## config.mk

```make
export PLATFORM = sky130hd
export DESIGN_NAME = mdu_unit_flat
export DESIGN_NICKNAME = d
export VERILOG_FILES = /design/src/rtl/mdu_pkg.sv /design/src/rtl/mdu_unit_if.sv /design/src/rtl/mdu_iter_core.sv /design/src/rtl/mdu_unit.sv /design/src/flat_wrapper.sv
export SDC_FILE = /design/constraint.sdc
export NUM_CORES = 1
export LEC_CHECK = 0
export CAP_MARGIN = 15
export CORE_UTILIZATION = 55
export DETAILED_ROUTE_END_ITERATION = 8
export DONT_BUFFER_PORTS = 1
export PLACE_DENSITY = 0.69
export REMOVE_ABC_BUFFERS = 1
export SLEW_MARGIN = 20
export SYNTH_ARGS = -nofsm -noshare
export SYNTH_HDL_FRONTEND = slang
export SYNTH_SLANG_ARGS = --single-unit
```

## constraint.sdc

```tcl
create_clock -name clk -period 6.9 [get_ports clk]
set_clock_uncertainty 0.2 [all_clocks]
set_input_delay 2.07 -clock clk [delete_from_list [all_inputs] [get_ports clk]]
set_output_delay 2.07 -clock clk [all_outputs]
set_load 0.005 [all_outputs]
```

## src/rtl/mdu_pkg.sv

```systemverilog
// Shared encodings for the multiply/divide unit; the ISA decoder imports the op codes too.
package mdu_pkg;

  localparam int XLEN_DEFAULT = 32;

  typedef enum logic [2:0] {
    MDU_MULT  = 3'd0,
    MDU_MULTU = 3'd1,
    MDU_DIV   = 3'd2,
    MDU_DIVU  = 3'd3,
    MDU_MTHI  = 3'd4,
    MDU_MTLO  = 3'd5
  } mduOp_e;

  typedef enum logic [1:0] {
    IDLE = 2'd0,
    BUSY = 2'd1,
    DONE = 2'd2
  } mduState_e;

  typedef enum logic {
    CORE_MUL = 1'b0,
    CORE_DIV = 1'b1
  } coreMode_e;

  // With a combinational multiplier only the divides go through the iterative path.
  function automatic logic isIterOp(input logic [2:0] op, input logic fastMul);
    logic isDiv;
    logic isMul;
    isDiv = (op == MDU_DIV) || (op == MDU_DIVU);
    isMul = (op == MDU_MULT) || (op == MDU_MULTU);
    return isDiv || (isMul && !fastMul);
  endfunction

endpackage

```

## src/rtl/mdu_unit_if.sv

```systemverilog
// EX-stage to MDU connection: issue side (start/op/operands) and HI/LO/ready return.
interface mdu_unit_if #(
  parameter int XLEN = mdu_pkg::XLEN_DEFAULT
);
  logic            start;
  logic [2:0]      op;
  logic [XLEN-1:0] src_a;
  logic [XLEN-1:0] src_b;
  logic [XLEN-1:0] hi;
  logic [XLEN-1:0] lo;
  logic            ready;

  modport master (
    output start, op, src_a, src_b,
    input  hi, lo, ready
  );

  modport slave (
    input  start, op, src_a, src_b,
    output hi, lo, ready
  );
endinterface

```

## src/rtl/mdu_iter_core.sv

```systemverilog
// One-bit-per-cycle datapath: shift-add multiply or restoring divide on unsigned magnitudes.
// result is the {acc,shreg} value after the current step (current value when step is low).
module mdu_iter_core
  import mdu_pkg::*;
#(
  parameter int XLEN = XLEN_DEFAULT
) (
  input  logic              clk,
  input  logic              resetn,
  input  logic              load,
  input  logic              step,
  input  coreMode_e         mode,
  input  logic [XLEN-1:0]   opA,
  input  logic [XLEN-1:0]   opB,
  output logic [2*XLEN-1:0] result
);

  coreMode_e       modeReg;
  logic [XLEN-1:0] accReg;
  logic [XLEN-1:0] shReg;
  logic [XLEN-1:0] operandReg;

  logic [XLEN-1:0] partial;
  logic [XLEN:0]   addSum;
  logic [XLEN:0]   remTrial;
  logic [XLEN:0]   remDiff;
  logic            remFits;
  logic [XLEN-1:0] accNext;
  logic [XLEN-1:0] shNext;
  logic            unusedBits;

  // Multiplicand gated by the current multiplier LSB.
  for (genvar gi = 0; gi < XLEN; gi++) begin : genPartial
    assign partial[gi] = operandReg[gi] & shReg[0];
  end

  always_comb begin
    addSum   = {1'b0, accReg} + {1'b0, partial};
    remTrial = {accReg, shReg[XLEN-1]};
    remDiff  = remTrial - {1'b0, operandReg};
    remFits  = (remTrial >= {1'b0, operandReg});
    if (modeReg == CORE_MUL) begin
      accNext = addSum[XLEN:1];
      shNext  = {addSum[0], shReg[XLEN-1:1]};
    end else begin
      accNext = remFits ? remDiff[XLEN-1:0] : remTrial[XLEN-1:0];
      shNext  = {shReg[XLEN-2:0], remFits};
    end
  end

  // The remainder never exceeds the divisor, so the top difference bit carries nothing.
  assign unusedBits = remDiff[XLEN];

  assign result = step ? {accNext, shNext} : {accReg, shReg};

  always_ff @(posedge clk or negedge resetn) begin
    if (!resetn) begin
      modeReg    <= CORE_MUL;
      accReg     <= '0;
      shReg      <= '0;
      operandReg <= '0;
    end else if (load) begin
      modeReg    <= mode;
      accReg     <= '0;
      shReg      <= (mode == CORE_MUL) ? opB : opA;
      operandReg <= (mode == CORE_MUL) ? opA : opB;
    end else if (step) begin
      accReg <= accNext;
      shReg  <= shNext;
    end
  end

endmodule

```

## src/rtl/mdu_unit.sv

```systemverilog
// EX-stage multiply/divide unit owning HI/LO; iterative MULT/DIV, single-cycle MTHI/MTLO.
// Define MDU_FAST_MUL_EN to replace the iterative multiply with a one-cycle combinational one.
module mdu_unit
  import mdu_pkg::*;
#(
  parameter int XLEN        = XLEN_DEFAULT,
  parameter int ITER_CYCLES = XLEN
) (
  input logic       clk,
  input logic       resetn,
  mdu_unit_if.slave bus
);

  localparam int CNT_W = (ITER_CYCLES > 1) ? $clog2(ITER_CYCLES) : 1;
`ifdef MDU_FAST_MUL_EN
  localparam logic FAST_MUL = 1'b1;
`else
  localparam logic FAST_MUL = 1'b0;
`endif

  mduState_e         stateReg;
  logic [CNT_W-1:0]  counterReg;
  logic [XLEN-1:0]   hiReg;
  logic [XLEN-1:0]   loReg;
  logic [XLEN-1:0]   origAReg;
  logic              isDivReg;
  logic              negResReg;
  logic              negRemReg;
  logic              divZeroReg;

  logic              isDivOp;
  logic              isSigned;
  logic              signA;
  logic              signB;
  logic [XLEN-1:0]   magA;
  logic [XLEN-1:0]   magB;
  logic              iterStart;
  logic              stepEn;
  coreMode_e         coreMode;
  logic [2*XLEN-1:0] coreResult;
  logic [XLEN-1:0]   hiFinal;
  logic [XLEN-1:0]   loFinal;

  always_comb begin
    isDivOp   = (bus.op == MDU_DIV) || (bus.op == MDU_DIVU);
    isSigned  = (bus.op == MDU_MULT) || (bus.op == MDU_DIV);
    signA     = isSigned & bus.src_a[XLEN-1];
    signB     = isSigned & bus.src_b[XLEN-1];
    magA      = signA ? -bus.src_a : bus.src_a;
    magB      = signB ? -bus.src_b : bus.src_b;
    iterStart = (stateReg == IDLE) && bus.start && isIterOp(bus.op, FAST_MUL);
    stepEn    = (stateReg == BUSY);
    coreMode  = isDivOp ? CORE_DIV : CORE_MUL;
  end

  mdu_iter_core #(
    .XLEN(XLEN)
  ) iterCore (
    .clk   (clk),
    .resetn(resetn),
    .load  (iterStart),
    .step  (stepEn),
    .mode  (coreMode),
    .opA   (magA),
    .opB   (magB),
    .result(coreResult)
  );

  // Sign restoration and divide-by-zero override on the final step's value.
  always_comb begin
    hiFinal = coreResult[2*XLEN-1:XLEN];
    loFinal = coreResult[XLEN-1:0];
    if (!isDivReg) begin
      if (negResReg) begin
        {hiFinal, loFinal} = -coreResult;
      end
    end else if (divZeroReg) begin
      hiFinal = origAReg;
      loFinal = '1;
    end else begin
      if (negResReg) loFinal = -coreResult[XLEN-1:0];
      if (negRemReg) hiFinal = -coreResult[2*XLEN-1:XLEN];
    end
  end

`ifdef MDU_FAST_MUL_EN
  logic [2*XLEN-1:0] fastProd;
  always_comb begin
    if (bus.op == MDU_MULT) begin
      fastProd = {{XLEN{bus.src_a[XLEN-1]}}, bus.src_a} * {{XLEN{bus.src_b[XLEN-1]}}, bus.src_b};
    end else begin
      fastProd = {{XLEN{1'b0}}, bus.src_a} * {{XLEN{1'b0}}, bus.src_b};
    end
  end
`endif

  always_ff @(posedge clk or negedge resetn) begin
    if (!resetn) begin
      stateReg   <= IDLE;
      counterReg <= '0;
      hiReg      <= '0;
      loReg      <= '0;
      origAReg   <= '0;
      isDivReg   <= 1'b0;
      negResReg  <= 1'b0;
      negRemReg  <= 1'b0;
      divZeroReg <= 1'b0;
    end else begin
      case (stateReg)
        IDLE: begin
          if (bus.start) begin
            case (bus.op)
              MDU_MTHI: hiReg <= bus.src_a;
              MDU_MTLO: loReg <= bus.src_a;
`ifdef MDU_FAST_MUL_EN
              MDU_MULT, MDU_MULTU: {hiReg, loReg} <= fastProd;
`endif
              default: ;
            endcase
          end
          if (iterStart) begin
            stateReg   <= BUSY;
            counterReg <= CNT_W'(ITER_CYCLES - 1);
            origAReg   <= bus.src_a;
            isDivReg   <= isDivOp;
            negResReg  <= signA ^ signB;
            negRemReg  <= signA;
            divZeroReg <= (bus.src_b == '0);
          end
        end
        BUSY: begin
          counterReg <= counterReg - CNT_W'(1);
          if (counterReg == '0) begin
            stateReg <= DONE;
            hiReg    <= hiFinal;
            loReg    <= loFinal;
          end
        end
        // The issuing instruction is still in EX here, so start is not looked at.
        DONE:    stateReg <= IDLE;
        default: stateReg <= IDLE;
      endcase
    end
  end

  assign bus.hi    = hiReg;
  assign bus.lo    = loReg;
  assign bus.ready = ((stateReg == IDLE) && !iterStart) || (stateReg == DONE);

endmodule

```

## src/flat_wrapper.sv

```systemverilog
// flat-port wrapper written by rule: the top's interface ports become plain ports
module mdu_unit_flat import mdu_pkg::*;
#(
  parameter int XLEN        = XLEN_DEFAULT,
  parameter int ITER_CYCLES = XLEN
)
  (clk, resetn, bus_start, bus_op, bus_src_a, bus_src_b, bus_hi, bus_lo, bus_ready);
  mdu_unit_if #(.XLEN(XLEN)) bus_i ();
  input logic clk;
  input logic resetn;
  input wire logic [$bits(bus_i.start)-1:0] bus_start;
  input wire logic [$bits(bus_i.op)-1:0] bus_op;
  input wire logic [$bits(bus_i.src_a)-1:0] bus_src_a;
  input wire logic [$bits(bus_i.src_b)-1:0] bus_src_b;
  output wire logic [$bits(bus_i.hi)-1:0] bus_hi;
  output wire logic [$bits(bus_i.lo)-1:0] bus_lo;
  output wire logic [$bits(bus_i.ready)-1:0] bus_ready;
  assign bus_i.start = bus_start;
  assign bus_i.op = bus_op;
  assign bus_i.src_a = bus_src_a;
  assign bus_i.src_b = bus_src_b;
  assign bus_hi = bus_i.hi;
  assign bus_lo = bus_i.lo;
  assign bus_ready = bus_i.ready;
  mdu_unit #(.XLEN(XLEN), .ITER_CYCLES(ITER_CYCLES)) u_core (.clk(clk), .resetn(resetn), .bus(bus_i));
endmodule
```

Word-level counts from Yosys, hierarchy flattened
Cells that the tools add are included.
{ "totals": {"ff_bits": 204, "inputBits": 70, "wordCells": 123} }
{ "classes": {"addsub": 8, "n_lt_le_gt_ge": 1, "n_eq_ne": 12, "muxes": 34, "bitwise": 35, "n_reduce_logical": 20} }
{ "op_table": {"columns": ["op", "n"], "rows": [
  ["$mux W32", 25],
  ["$neg A32 Y32", 4],
  ["$pmux W32 S2", 2],
  ["$mux W64", 1],
  ["$neg A64 Y64", 1],
  ["$and A1 B1 Y1", 34],
  ["$add A32 B32 Y33", 1],
  ["$ge A33 B32 Y1", 1],
  ["$logic_not A32 Y1", 1],
  ["$sub A32 B32 Y32", 1],
  ["$pmux W5 S2", 1],
  ["$reduce_and A4 Y1", 2],
  ["$eq A3 B2 Y1 const B", 2],
  ["$eq A3 B3 Y1 const B", 2],
  ["$ne A2 B2 Y1 const B", 3],
  ["$reduce_and A2 Y1", 3],
  ["$logic_not A5 Y1", 1],
  ["$logic_or A1 B1 Y1", 5],
  ["$mux W5", 1],
  ["$sub A5 B1 Y5 const B", 1],
  ["$mux W2", 2],
  ["$ne A2 B1 Y1 const B", 2],
  ["$pmux W2 S2", 1],
  ["$reduce_bool A2 Y1", 2],
  ["9 further kinds", 11]
]} }

Logic depth before layout (Yosys ltp)
Gate-level depths: netlist of the first run.
{ "depth": {"depth_word": 10, "depth_mapped": 23, "mapped_depth_nobuf": 20} }

Modules after synthesis
A second synthesis of the first run with hierarchy kept.
{ "hier_totals": {"cells_unflattened": 2421, "area_unflattened_um2": 18676.7} }
{ "modules_own_cells": {"columns": ["module", "n_inst", "cells_each", "area_each_um2", "seq_area_each_um2"], "rows": [
  ["mdu_iter_core", 1, 1204, 9527.9, 2427.3],
  ["mdu_unit", 1, 1217, 9148.8, 2677.6]
]} }

Least setup slack after synthesis of the first run
No wires, ideal clock.
{ "synth_path": {"kind": "register to register", "startpoint": "register u_core.stateReg[1]", "endpoint": "register u_core.hiReg[4] (netlist: u_core.bus.hi[4])", "setup_ns": 0.132, "t_arrival_ns": 5.674, "setup_slack_ns": 0.894, "stages_incl_launch_ff": 24, "path_buffers": 10, "synth_period_minus_slack_ns": 6.006, "cell_sequence": "dfrtp_1 > nor2b_1 > buf_2 > buf_2 > clkbuf_1 > clkbuf_1 > buf_1 > clkbuf_1 > clkbuf_1 > clkbuf_1 > buf_1 > nand2_1 > o21ai_0 > ha_1 > and3_1 > nand3_1 > or4b_1 > or4_1 > clkbuf_1 > o21ai_0 > xnor2_1 > nor2_1 > a211oi_1 > o31ai_1"} }
{ "synth_via": {"elab_chain_len": 8} }
{ "synth_lines": {"columns": ["element", "line", "rtl"], "rows": [
  ["from (decl)", "mdu_unit.sv:21", "mduState_e stateReg;"],
  ["from (signal assigned)", "mdu_unit.sv:99", "stateReg <= IDLE;"],
  ["from (signal assigned)", "mdu_unit.sv:122", "stateReg <= BUSY;"],
  ["from (signal assigned)", "mdu_unit.sv:134", "stateReg <= DONE;"],
  ["$eq A2 B1 Y1", "mdu_unit.sv:52, mdu_unit.sv:109", null],
  ["$mux W64", "mdu_iter_core.sv:54", "assign result = step ? {accNext, shNext} : {accReg, shReg};"],
  ["$neg A32 Y32", "mdu_unit.sv:82", "if (negRemReg) hiFinal = -coreResult[2*XLEN-1:XLEN];"],
  ["$mux W32", "mdu_unit.sv:82", null],
  ["$mux W32", "mdu_unit.sv:77", "end else if (divZeroReg) begin"],
  ["$mux W32", "mdu_unit.sv:73", "if (!isDivReg) begin"],
  ["$mux W32", "mdu_unit.sv:133", "if (counterReg == '0) begin"],
  ["$pmux W32 S2", "mdu_unit.sv:109", "case (stateReg)"],
  ["to (signal assigned)", "mdu_unit.sv:113", "MDU_MTHI: hiReg <= bus.src_a;"],
  ["to (signal assigned)", "mdu_unit.sv:135", "hiReg <= hiFinal;"],
  ["to (decl)", "mdu_unit.sv:23", "logic [XLEN-1:0] hiReg;"]
]} }
Parallel ways exist; a longest one is shown, timed or not. The select of a mux whose other input is x is not followed.
A chain may end at the register's enable or synchronous reset.

Worst setup path in the final report of the first run
{ "layout_path": {"startpoint": "register u_core.iterCore.accReg[19]", "endpoint": "register u_core.hiReg[4] (netlist: u_core.bus.hi[4])"} }
{ "layout_via": {"elab_chain_len": 10} }
{ "layout_lines": {"columns": ["element", "line", "rtl"], "rows": [
  ["from (decl)", "mdu_iter_core.sv:19", "logic [XLEN-1:0] accReg;"],
  ["from (signal assigned)", "mdu_iter_core.sv:68", "accReg <= accNext;"],
  ["$ge A33 B32 Y1 *", "mdu_iter_core.sv:41", "remFits = (remTrial >= {1'b0, operandReg});"],
  ["$mux W32", "mdu_iter_core.sv:46", "accNext = remFits ? remDiff[XLEN-1:0] : remTrial[XLEN-1:0];"],
  ["$mux W32", "mdu_iter_core.sv:42", "if (modeReg == CORE_MUL) begin"],
  ["$mux W64 *", "mdu_iter_core.sv:54", null],
  ["$neg A32 Y32", "mdu_unit.sv:82", null],
  ["$mux W32", "mdu_unit.sv:82", null],
  ["$mux W32", "mdu_unit.sv:77", null],
  ["$mux W32 *", "mdu_unit.sv:73", null],
  ["$mux W32 *", "mdu_unit.sv:133", null],
  ["$pmux W32 S2 *", "mdu_unit.sv:109", null]
]} }
Mark *: on every way between the ends. The rest lies on a longest branch, timed or not. The select of a mux whose other input is x is not followed.

==> qor_table.md, run 1 <==
| Step | Quantity | Value |
|:---|:---|:---|
| route | DRC violation total after the first TritonRoute iteration | 2449 |
| yosys | Count of state elements after synthesis | 204 |
| clock tree | Number of buffers inserted by hold repair at cts | 0 |
| sta | Fin. max-slew vios | 0 |
| clock tree | Clock-pin slew of the registers on the worst-case setup and hold paths | 0.06 ns |
| place | Number of buffers added on ports | 0 |
| clock tree | Root cell of the clock tree | clkbuf_16 |
| status | Status | finished clean |
| grt | First-pass GRT wire length | 112000 microns |
| clock tree | Post-CTS setup buffers | 0 |
| final layout | Layout net count | 2557 |
| yosys | Share of flip-flops with an asynchronous set or reset | 1.000 |
| route | Total detailed-routing wirelength | 73370 microns |
| worst setup path | Worst path max stage delay | 0.78 ns |
| sta | Setup repair after global routing missed its margin | no |
| worst setup path | Crit-path slowest cell | or4_1 |
| yosys | Number of synthesized flops with an enable pin | 0 |
| yosys | Mean Syn Cell Area | 7.526 sq um |
| route | Detailed-route vias per instance | 6.866 |
| die | Die H | 187.3 microns |
| sta | Final worst hold slack | 0.2717 ns |
| worst setup path | Slack of the worst reg-to-reg path | 0.66 ns |
| sta | Maximum achievable frequency | 160.3 MHz |
| sta | Final critical-path required period | 6.240 ns |
| route | Vias | 19790 |
| grt | Maximum number of pins on one net before global-route repair | 205 |
| route | Number of design rule violations left after detail routing | 0 |
| yosys | Seq/Total Area, Yosys | 0.2704 |
| place | Placer's final routability congestion estimate | 0.9985 |
| final layout | Antenna diode count | 0 |
| clock tree | CTS tree | done |
| grt | Number of antenna violations at the first check in global routing | 5 |
| final layout | Seq. cell area | 0.005106 sq mm |
| yosys | Leading area contributor after synthesis | dfrtp_1 |
| clock tree | Total clock buffers created by CTS | 26 |
| route | Iteration count of the initial detailed-routing pass | 6 |
| worst setup path | Worst Setup Start Kind | register |
| final layout | Fillers | 3135 |
| final layout | Final cell utilization of the core | 0.5959 |
| clock tree | Clk Latency, worst-skew pair | 0.58 ns |
| yosys | Synth warn | 0 |
| sta | Worst-margin pin slew | 1.052 ns |
| worst setup path | Class of the most critical setup path | reg -> reg |
| grt | Total congestion overflow after global routing | 0 |
| worst setup path | Launch point of the worst reg-to-reg path | u_core.iterCore.accReg[19] |
| grt | Via count of the first global-routing pass | 18750 |
| worst setup path | Critical path data required time | 7.14 ns |
| sta | Worst slew margin relative to its limit | 0.2976 |
| worst setup path | Depth of the worst register-to-register path | 18 |
| min path | Launch instance of the worst min-delay path | u_core.origAReg[16] |
| die | Core area | 0.03362 sq mm |
| yosys | Cell types with the highest counts after synthesis | nand2_1 (346), o21ai_0 (247), nor2_1 (224) |
| grt | Total global-route track usage | 0.4115 |
| die | Initial cell density of the core | 0.5617 |
| yosys | Post-synthesis instance area | 0.01888 sq mm |
| min path | Instance count along the most critical hold path | 2 |
| worst setup path | Endpoint of the most critical register-to-register path | u_core.bus.hi[4] |
| yosys | Most common flop cell mapped by yosys | dfrtp_1 |
| yosys | Count of distinct cell types in the synthesized netlist | 103 |
| die | Top Ports | 135 |
| place | Placed wire-length estimate | 53790 microns |
| yosys | Most common cell in the synthesized netlist | nand2_1 |
| job | Max-cap violations | 0 |
| sta | Number of endpoints failing setup at the final stage | 0 |
| die | Placement row count | 67 |
| worst setup path | CP Max Fanout | 9 |
| sta | Final Hold Violating Endpoints | 0 |
| final layout | Share of post-route cells with drive strength above 1 | 0.07105 |
| yosys | Area share of the largest cell type after synthesis | 0.2704 |
| clock tree | Clk buf depth | 3 |
| clock tree | Sinks on Clock Net | 204 |
| yosys | Post-Synthesis Cells | 2509 |
| clock tree | Level count of the clock H-tree | 1 |
| worst setup path | Cell-by-cell listing of the critical path | ha_1, a21oi_2, o21ai_1, a221oi_2, and3_1, a31oi_1, and2_1, a21oi_1, ha_1, and3_1, nand3_1, or4b_1, or4_1, o21ai_0, xnor2_1, nor2_1, a211oi_1, o31ai_1 |
| final layout | Area taken by multi-input logic gates | 0.01280 sq mm |
| clock tree | Number of instances resized during post-cts repair | 0 |
| route | Final routed wire length divided by cell count | 25.45 microns |
| min path | Hold-critical path endpoint | u_core.origAReg[16] |
| worst setup path | Kind of end point of the critical path | register |
| route | Number of nets with antenna violations after routing | 0 |
| yosys | Cell types occupying the most area after synthesis | dfrtp_1 (27%), nand2_1 (6.9%), o21ai_0 (6.5%) |
| die | Total Die Area | 0.03508 sq mm |
| min path | Worst min path class | reg -> reg |
| sta | Portion of the clock cycle consumed by the worst path in the final layout | 0.9043 |
| die | DIE WIDTH | 187.3 microns |
| worst setup path | Worst Path Arrival | 6.48 ns |
| final layout | P&R area growth vs syn | 6.083% |
[layer usage]
metal	up-vias	wire length [microns]	track usage
li1	8937	-	-
met1	9488	30030	0.5606
met2	1174	32180	0.6327
met3	193	7678	0.08105
met4	2	3475	0.1794
met5	-	13	0
[worst max path at each step]
stage / from / endpoint / cells after the start
3_5_place_dp: u_core.iterCore.accReg[19] / u_core.bus.hi[4] / 18
3_3_place_gp: u_core.iterCore.accReg[27] / u_core.bus.hi[0] / 16
2_1_floorplan: bus_start / bus_ready / 3
6_report: u_core.iterCore.accReg[19] / u_core.bus.hi[4] / 18
4_1_cts: u_core.iterCore.accReg[19] / u_core.bus.hi[4] / 18
5_1_grt: u_core.iterCore.accReg[19] / u_core.bus.hi[4] / 18
[metrics by stage]
| step | setup WS (ns) | setup TNS [ns] | cell area [sq um] | cells |
|---|---|---|---|---|
| global route | 0.5428 | 0 | 20030 | 2883 |
| floorplan | -4.480 | -491.19 | 18150 | 2332 |
| global placement | 0.6153 | 0 | 19160 | 2835 |
| CTS | 0.8015 | 0 | 20030 | 2883 |
| finish | 0.6600 | 0 | 20030 | 2883 |
| detailed placement | 0.8260 | 0 | 19170 | 2835 |
[flip-flops by register name (all words and copies together), names as in the netlist, 2 cells and up]
register                    count
u_core.bus.hi                  32
u_core.bus.lo                  32
u_core.counterReg               5
u_core.iterCore.accReg         32
u_core.iterCore.operandReg     32
u_core.iterCore.shReg          32
u_core.origAReg                32
u_core.stateReg                 2
[area by class of cell]
cell class | count | share of cell area
Clock buffer | 38 | 0.03873
Clock inverter | 10 | 0.004185
Inverter | 75 | 0.01405
Multi-Input combinational cell | 2053 | 0.6389
Sequential cell | 204 | 0.2549
Tap cell | 448 | 0.02798
Timing Repair Buffer | 55 | 0.02124
[worst max-delay path: cells and delay by family (launching register included)]
family,cells,cell delay (ns)
flip-flops,1,0.42
AO/OA/AOI/OAI,8,2.04
adder cells (fa/ha/maj),2,0.69
AND/OR/NAND/NOR,7,2.63
XOR/XNOR,1,0.15
[cells by family after synthesis]
family	count (synthesis)	share of synthesized area
AO/OA/AOI/OAI	836	0.2900
XOR/XNOR	164	0.07607
adder cells (fa/ha/maj)	72	0.04851
buffers and inverters	252	0.05361
flip-flops	204	0.2704
multiplexers	52	0.02843
AND/OR/NAND/NOR	929	0.2331
[layout by cell type, fill, tap and decap left out, types with 9 or more instances in the layout]
cell type and n:
nand4_1 25, xor2_1 72, mux2i_1 39, a211oi_1 32, and2_1 48, clkbuf_16 26
o31ai_1 30, nand3_1 53, nand2_1 346, nor2b_1 15, inv_1 74, nor2_1 222
ha_1 70, nand2b_1 22, o41ai_1 9, dfrtp_1 203, or3_1 22, or4_1 16
and3_1 24, a31oi_1 30, o221ai_1 13, o21ai_0 247, a21oi_1 167, xnor2_1 92
nor4_1 12, buf_4 54, mux2_2 13, o22ai_1 39, or2_2 10, nor3_1 62
o211ai_1 55, a21o_1 41, o31a_1 10, o211a_1 9, o21a_1 15
Power of run 1 is left out: the tool's default activity adds up to more than one toggle a clock period on the data nets, which glitch-free logic cannot reach.
==> run 2, diff against run 1 <==
--- a/config.mk
+++ b/config.mk
@@ -9,7 +9,7 @@
 export CORE_UTILIZATION = 55
 export DETAILED_ROUTE_END_ITERATION = 8
 export DONT_BUFFER_PORTS = 1
-export PLACE_DENSITY = 0.69
+export PLACE_DENSITY = 0.72
 export REMOVE_ABC_BUFFERS = 1
 export SLEW_MARGIN = 20
 export SYNTH_ARGS = -nofsm -noshare
==> constraint.sdc (replaced) <==
create_clock -name clk -period 5.7 [get_ports clk]
set_clock_uncertainty 0.2 [all_clocks]
set_input_delay 1.71 -clock clk [delete_from_list [all_inputs] [get_ports clk]]
set_output_delay 1.71 -clock clk [all_outputs]
set_load 0.005 [all_outputs]
==> qor_table.md, run 2 (synthesis results as in run 1) <==
| Step | Quantity | Value |
|:---|:---|:---|
| sta | Worst-margin pin slew | 1.020 ns |
| route | Total detailed-routing wirelength | 75810 microns |
| grt | Maximum number of pins on one net before global-route repair | 205 |
| die | Placement row count | 67 |
| worst setup path | CP Max Fanout | 12 |
| clock tree | Sinks on Clock Net | 204 |
| die | Core area | 0.03362 sq mm |
| sta | Fin. max-slew vios | 0 |
| final layout | Fin area | 0.02093 sq mm |
| final layout | Final Instance Count excl. Fillers | 2982 |
| sta | Setup Total Neg Slack | 0 ns |
| die | Top Ports | 135 |
| sta | Final critical-path required period | 5.522 ns |
| job | Max-cap violations | 0 |
| sta | Maximum achievable frequency | 181.1 MHz |
| sta | Final worst hold slack | 0.2776 ns |
| route | Number of design rule violations left after detail routing | 0 |
| place | Number of buffers added on ports | 0 |
| worst setup path | Class of the most critical setup path | reg -> reg |
| grt | Total congestion overflow after global routing | 0 |
| final layout | Layout net count | 2658 |
| route | Vias | 20300 |
| min path | Worst min path class | reg -> reg |
| clock tree | CTS tree | done |
| clock tree | Level count of the clock H-tree | 1 |
| final layout | P&R area growth vs syn | 10.85% |
| place | Total instance count after detailed placement | 2934 |
| sta | Portion of the clock cycle consumed by the worst path in the final layout | 0.9688 |
| clock tree | Clk buf depth | 3 |
| die | DIE WIDTH | 187.3 microns |
| place | Placer's final routability congestion estimate | 1.059 |
| worst setup path | Kind of end point of the critical path | register |
| final layout | Share of post-route cells with drive strength above 1 | 0.1105 |
| route | Detailed-route vias per instance | 6.807 |
| route | Number of nets with antenna violations after routing | 0 |
| clock tree | Number of buffers inserted by hold repair at cts | 0 |
| final layout | Antenna diode count | 0 |
| clock tree | Total clock buffers created by CTS | 25 |
| status | Status | finished clean |
| worst setup path | Worst Setup Start Kind | register |
| route | Final routed wire length divided by cell count | 25.42 microns |
| place | Post-place instance area | 0.01993 sq mm |
| die | Die H | 187.3 microns |
| grt | Total global-route track usage | 0.4265 |
| sta | Worst slew margin relative to its limit | 0.3202 |
| grt | First-pass GRT wire length | 115300 microns |
| grt | Via count of the first global-routing pass | 19290 |
| die | Total Die Area | 0.03508 sq mm |
| worst setup path | Worst Path Arrival | 5.79 ns |
| route | Iteration count of the initial detailed-routing pass | 6 |
| route | DRC violation total after the first TritonRoute iteration | 2476 |
| sta | Number of endpoints failing setup at the final stage | 0 |
| die | Initial cell density of the core | 0.5617 |
| final layout | Top library cells by usage in the layout, fill and taps aside | nand2_1 (346), o21ai_0 (247), nor2_1 (222) |
| worst setup path | Critical path data required time | 5.97 ns |
| clock tree | Clk Latency, worst-skew pair | 0.55 ns |
| grt | Number of antenna violations at the first check in global routing | 3 |
| sta | Final Hold Violating Endpoints | 0 |
| clock tree | Clock-pin slew of the registers on the worst-case setup and hold paths | 0.06 ns |
| place | Placed wire-length estimate | 56470 microns |
| clock tree | Root cell of the clock tree | clkbuf_16 |
| final layout | Leading cell type in the layout, fill and taps excluded | nand2_1 |
-- run 2: worst paths after layout --
| kind | end | depth (start not counted) | startpoint | slack, ns |
|---|---|---|---|---|
| hold reg to reg | u_core.origAReg[15] | 2 | u_core.origAReg[15] | 0.28 |
| setup / recovery | u_core.bus.hi[31] | 15 | u_core.iterCore.accReg[28] | 0.18 |
| min in group asynchronous | u_core.bus.lo[3] | 0 | resetn | 0.65 |
| hold / removal | u_core.origAReg[15] | 2 | u_core.origAReg[15] | 0.28 |
| setup reg to reg | u_core.bus.hi[31] | 15 | u_core.iterCore.accReg[28] | 0.18 |
| max in group asynchronous | u_core.iterCore.operandReg[26] | 0 | resetn | 4.22 |
-- run 2: layer usage --
layer  GRT usage  wire length [microns]  part of all wire  up-vias
met2      0.6701                  33610              0.44     1218
met1      0.5673                  30440              0.40     9711
met3     0.09644                   8424              0.11      216
met4      0.1702                   3328             0.044        2
li1            -                      -                 -     9150
met5           0                     13           0.00017        -
-- run 2: cell type report --
class	instances	area [sq um]
clock buffers	29	670.6
clock inverters	16	265.3
fillers	3069	12690
inverters	75	281.5
multi-input cells	2053	12840
flip-flops and latches	204	5106
well taps	448	560.5
repair buffers	157	1204
-- run 2: through the flow --
step             util  worst slack [ns]
2_1_floorplan       -            -4.960
3_3_place_gp   0.5928            0.3536
3_5_place_dp   0.5928            0.2445
4_1_cts        0.6207            0.2307
5_1_grt        0.6226          -0.05638
6_report       0.6226            0.1777
-- run 2: repair_timing --
action | CTS | global route
buffers inserted | 0 | 3
endpoints found under the setup margin | 0 | 18
resized for setup | 0 | 10
-- run 2: worst max-delay path, stage by stage (launching register included) --
cell      delay, ns
dfrtp_1        0.43
ha_1           0.43
nand4b_2       0.23
nor3_4         0.44
nand2_1        0.14
o221a_1        0.31
buf_4          0.21
and3_1         0.21
nor3_1         0.39
a21oi_1        0.17
or4b_1         0.67
or4_4          0.68
o211ai_2       0.18
o31ai_1        0.09
or4_1          0.50
a21oi_1        0.15
Power of run 2 is left out for the same reason.
